$ cat config.mk
export PLATFORM = sky130hd
export DESIGN_NAME = score_bcd_scan
export DESIGN_NICKNAME = d
export VERILOG_FILES = /design/src/rtl/score_bcd_scan.sv
export SDC_FILE = /design/constraint.sdc
export NUM_CORES = 1
export LEC_CHECK = 0
export ABC_AREA = 0
export CORE_MARGIN = 4
export CORE_UTILIZATION = 29
export DETAILED_ROUTE_END_ITERATION = 16
export PLACE_DENSITY_LB_ADDON = 0.08
export SLEW_MARGIN = 20
export SYNTH_ARGS = -nofsm -noshare
export SYNTH_HDL_FRONTEND = slang
export SYNTH_SLANG_ARGS = --single-unit
$ cat constraint.sdc
create_clock -name clk -period 4.4 [get_ports clk]
set_input_delay 0.88 -clock clk [delete_from_list [all_inputs] [get_ports clk]]
set_output_delay 0.88 -clock clk [all_outputs]
set_load 0.01 [all_outputs]
$ cat src/rtl/score_bcd_scan.sv
// Score display driver: converts a 16-bit score to packed BCD with a serial
// double-dabble FSM and multiplexes the five digits onto one 7-segment output.
module score_bcd_scan #(
    parameter logic [15:0] SCAN_DIV   = 16'd50000,
    parameter int unsigned BLANK_LEAD = 1
) (
    input  logic        clk,
    input  logic        reset,
    input  logic [15:0] score,
    output logic [19:0] bcd,
    output logic        bcd_valid,
    output logic [4:0]  digit_sel,
    output logic [6:0]  seg
);

    typedef enum logic [1:0] {IDLE, CONVERT, DONE} state_t;

    state_t      state_q, state_d;
    logic [15:0] last_q, last_d;
    logic [15:0] shift_q, shift_d;
    logic [19:0] work_q, work_d;
    logic [3:0]  iter_q, iter_d;
    logic [19:0] bcd_q, bcd_d;
    logic        valid_q, valid_d;
    logic [15:0] presc_q, presc_d;
    logic [2:0]  idx_q, idx_d;
    logic [19:0] adj;
    logic [19:0] upper;
    logic [3:0]  nib;
    logic        blank;

    always_ff @(posedge clk or negedge reset) begin
        if (!reset) begin
            state_q <= IDLE;
            last_q  <= '0;
            shift_q <= '0;
            work_q  <= '0;
            iter_q  <= '0;
            bcd_q   <= '0;
            valid_q <= 1'b0;
            presc_q <= '0;
            idx_q   <= '0;
        end else begin
            state_q <= state_d;
            last_q  <= last_d;
            shift_q <= shift_d;
            work_q  <= work_d;
            iter_q  <= iter_d;
            bcd_q   <= bcd_d;
            valid_q <= valid_d;
            presc_q <= presc_d;
            idx_q   <= idx_d;
        end
    end

    // Converter: one double-dabble step per edge, 16 steps per score.
    always_comb begin
        state_d = state_q;
        last_d  = last_q;
        shift_d = shift_q;
        work_d  = work_q;
        iter_d  = iter_q;
        bcd_d   = bcd_q;
        valid_d = 1'b0;
        adj     = work_q;
        for (int i = 0; i < 5; i++) begin
            if (work_q[4*i +: 4] >= 4'd5) adj[4*i +: 4] = work_q[4*i +: 4] + 4'd3;
        end
        case (state_q)
            IDLE: begin
                if (score != last_q) begin
                    shift_d = score;
                    last_d  = score;
                    work_d  = '0;
                    iter_d  = '0;
                    state_d = CONVERT;
                end
            end
            CONVERT: begin
                work_d  = {adj[18:0], shift_q[15]};
                shift_d = {shift_q[14:0], 1'b0};
                iter_d  = iter_q + 4'd1;
                if (iter_q == 4'd15) state_d = DONE;
            end
            DONE: begin
                bcd_d   = work_q;
                valid_d = 1'b1;
                state_d = IDLE;
            end
            default: state_d = IDLE;
        endcase
    end

    // Scan runs off the registered bcd only, never the work register.
    always_comb begin
        presc_d = presc_q + 16'd1;
        idx_d   = idx_q;
        if (presc_q == SCAN_DIV - 16'd1) begin
            presc_d = '0;
            idx_d   = (idx_q == 3'd4) ? 3'd0 : idx_q + 3'd1;
        end
    end

    always_comb begin
        upper = bcd_q >> {idx_q, 2'b00};
        nib   = upper[3:0];
        blank = (BLANK_LEAD != 0) && (idx_q != 3'd0) && (upper == 20'd0);
        case (nib)
            4'd0:    seg = 7'h3F;
            4'd1:    seg = 7'h06;
            4'd2:    seg = 7'h5B;
            4'd3:    seg = 7'h4F;
            4'd4:    seg = 7'h66;
            4'd5:    seg = 7'h6D;
            4'd6:    seg = 7'h7D;
            4'd7:    seg = 7'h07;
            4'd8:    seg = 7'h7F;
            4'd9:    seg = 7'h6F;
            default: seg = 7'h00;
        endcase
        if (blank) seg = 7'h00;
        digit_sel = 5'b00001 << idx_q;
    end

    assign bcd       = bcd_q;
    assign bcd_valid = valid_q;

endmodule

==> summary.md <==
| Metric | Value |
|---|---|
| Syn_area_per_cell | ~11 um^2 |
| RSZ-0062 raised after global routing | no |
| FMAX | 0.243 GHz |
| Fillers | 1767 |
| Global Route Usage Sum | about an eighth |
| Max-Cap Viols | 0 |
| Worst Path Required | between 3 and 4 ns |
| EDFF count, synth | 0 |
| Post-synthesis register bit count | 98 |
| Footprint of the multi-input gates | around 2700 um^2 |
| Crit-path max FO | 15 |
| First-pass GRT wire length | roughly 20 mm |
| Commonest non-fill, non-tap cells in the layout | dfrtp_1 (97), clkdlybuf4s50_1 (49), nand2_1 (38) |
| Slew margin rel. | 51.0% |
| Setup crit start kind | flip-flop |
| Worst hold path startpoint | presc_q[0] |
| Hold Path Class | reg2reg |
| Skew-Pair Late Insertion Delay | approximately 0.35 ns |
| Grt total ovfl | 0 |
| Final Skew | 0.0142 ns |
| Final core utilization | 36.5% |
| Die area | a little over 20000 um^2 |
| Hold-fix buffers at CTS | 0 |
| Commonest non-fill, non-tap cell in the layout | dfrtp_1 |
| Std-Cell Rows | 48 |
| Final Cell Area | approximately 6400 um^2 |
| Routability cong. | about 0.84 |
| Mapped Area | 5250 um^2 |
| Largest net degree at the start of global routing | 48 |
| H-tree depth | 3 |
| CTS root buf | clkbuf_16 |
| Post-synthesis cell type count | between 50 and 60 |
| CTS tree | done |
| Crit path kind | reg2out |
| Pwr dens | around 660 nW/um^2 |
| Initial core utilization | roughly 30% |
| Worst R2R Start | last_q[14] |
| Post-DRT Antenna Nets | 0 |
| ANT cells | 0 |
| Fraction of layout cells with a size suffix above 1 | between 10 and 15% |
| CP arrival | between 3 and 4 ns |
| Core Region | approximately 18000 um^2 |
| Die X-Extent | 143 um |
| Worst-margin pin slew | 0.732 ns |
| Wire per inst | 16.3 um |
| Syn_nets | 536 |
| Setup_tns | 0 ns |
| Finish-stage setup viols | 0 |
| Max-slew violations | 0 |
| Synth warnings | 0 |
| TritonRoute pass-1 iters | 4 |
| Post-synthesis sequential area ratio | between 40% and 50% |
| PnR Total Power | between 4000 and 5000 uW |
| Period minus WS final | between 4 and 5 ns |
| FF+latch area | roughly 2500 um^2 |
| Placed Area | between 6000 and 7000 um^2 |
| Initial DRC Count | 140 |
| Crit end category | output pin |
| Ys flop type | dfrtp_1 |
| Remaining DRCs | 0 |
| Clk sink count | between 90 and 100 |
| Via count | between 3000 and 4000 |
| DR vias/cell | approximately 5 |
| WL final | ~13 mm |
| Antenna violations before repair | 0 |
| Area Growth Syn to Fin | 21.8% |
| Status | completed |
| CTS max path bufs | 2 |
| DP HPWL | 8.96 mm |
| Clock-pin slew on the worst setup and hold paths | 0.07 ns |
| Num CTS Buffers | 9 |
| Vias in the first global route | about 3900 |
| IO Count | roughly 50 |
| Die span in y | 143 um |
| Max IR drop VDD | 0.000313 V |
| Asr flop ratio synth | 100% |
| Nets | 588 |
| Leakage power | approximately 0.0028 uW |
| Tcrit/Tclk final | ~94% |
| CP Launch Point | idx_q[2] |
| I/O Buffers | 50 |
| Syn Inst Count | between 400 and 500 |
| Hold Vio Cnt, Final | 0 |
[power breakdown]
group          internal (uW)  switching, uW
clock                    532            356
combinational            982            842
sequential              1230            306
total                   2740           1500
[repair_timing]
action / CTS / global route
endpoints found under the setup margin: 2 / 7
resized for setup: 1 / 4
pin swaps: 0 / 1
setup buffers: 0 / 1
gates cloned: 0 / 0
[registers in the layout, summed over array words and instances, names as in the netlist, 2 cells and up]
name and count:
last_q 16, state_q 2, idx_q 3, work_q 20
presc_q 16, iter_q 4, shift_q 16, bcd 20
[critical path, stage by stage (launching register included)]
cell and delay (ns):
dfrtp_1 0.38, buf_4 0.22, nand2b_1 0.17, nor2_1 0.09, a221oi_4 0.37, ha_1 0.30, nand2_1 0.07, o311ai_1 0.32
o311a_1 0.33, buf_4 0.16, a21oi_1 0.04, clkdlybuf4s50_1 0.48
[cells in the mapped netlist, drive strengths merged (14+ instances only)]
| library cell | instances | area (um^2) |
|---|---|---|
| dfrtp | 98 | 2450 |
| nand2 | 38 | 143 |
| mux2 | 34 | 413 |
| nor2 | 33 | 124 |
| o21ai | 28 | 140 |
| xnor2 | 25 | 219 |
| nand2b | 23 | 144 |
| ha | 22 | 275 |
| inv | 20 | 75.1 |
| a2bb2oi | 15 | 131 |
| o31ai | 15 | 113 |
| a21oi | 14 | 73.8 |
| xor2 | 14 | 123 |
[metal layers]
layer / wire, um / GRT usage (%) / vias up
li1: - / - / 1881
met1: 6240 / 17.8 / 1928
met2: 5880 / 20.1 / 50
met3: 326 / 1.98 / 12
met4: 198 / 4.35 / 0
met5: 0 / 0 / -
[stage by stage]
step	hold WS (ns)	setup slack, ns	std cells
after floorplan	0.455	0.988	496
after global placement	0.479	0.399	761
after detailed placement	0.482	0.280	761
after CTS	0.492	0.0631	777
after global routing	0.504	0.0286	778
final	0.486	0.277	778
[kinds of logic (layout without fill, tap and decap cells)]
| group | after synthesis | after routing | synth area share, % |
|---|---|---|---|
| flip-flops | 98 | 98 | 46.7 |
| AO/OA/AOI/OAI | 117 | 117 | 16.0 |
| multiplexers | 40 | 40 | 9.01 |
| AND/OR/NAND/NOR | 139 | 139 | 13.3 |
| adder cells (fa/ha/maj) | 22 | 22 | 5.24 |
| buffers and inverters | 41 | 98 | 3.27 |
| XOR/XNOR | 39 | 39 | 6.51 |
[final timing paths]
check	to	slack, ns	cells past startpoint
worst max-delay path	seg[2]	0.28	11
worst min-delay path	presc_q[0]	0.49	1
worst max register to register	shift_q[7]	2.26	7
worst min register to register	presc_q[0]	0.49	1
max in group asynchronous	state_q[1]	3.03	2
min in group asynchronous	idx_q[0]	0.56	1
[layout make-up]
class                           count  share of cell area (%)
Multi-Input combinational cell    357                    41.6
Sequential cell                    98                    38.4
Timing Repair Buffer               62                    9.20
Tap cell                          225                    4.40
Clock buffer                       11                    3.95
Clock inverter                      5                    1.31
Inverter                           20                    1.17
(Power assumes the default switching activity.)
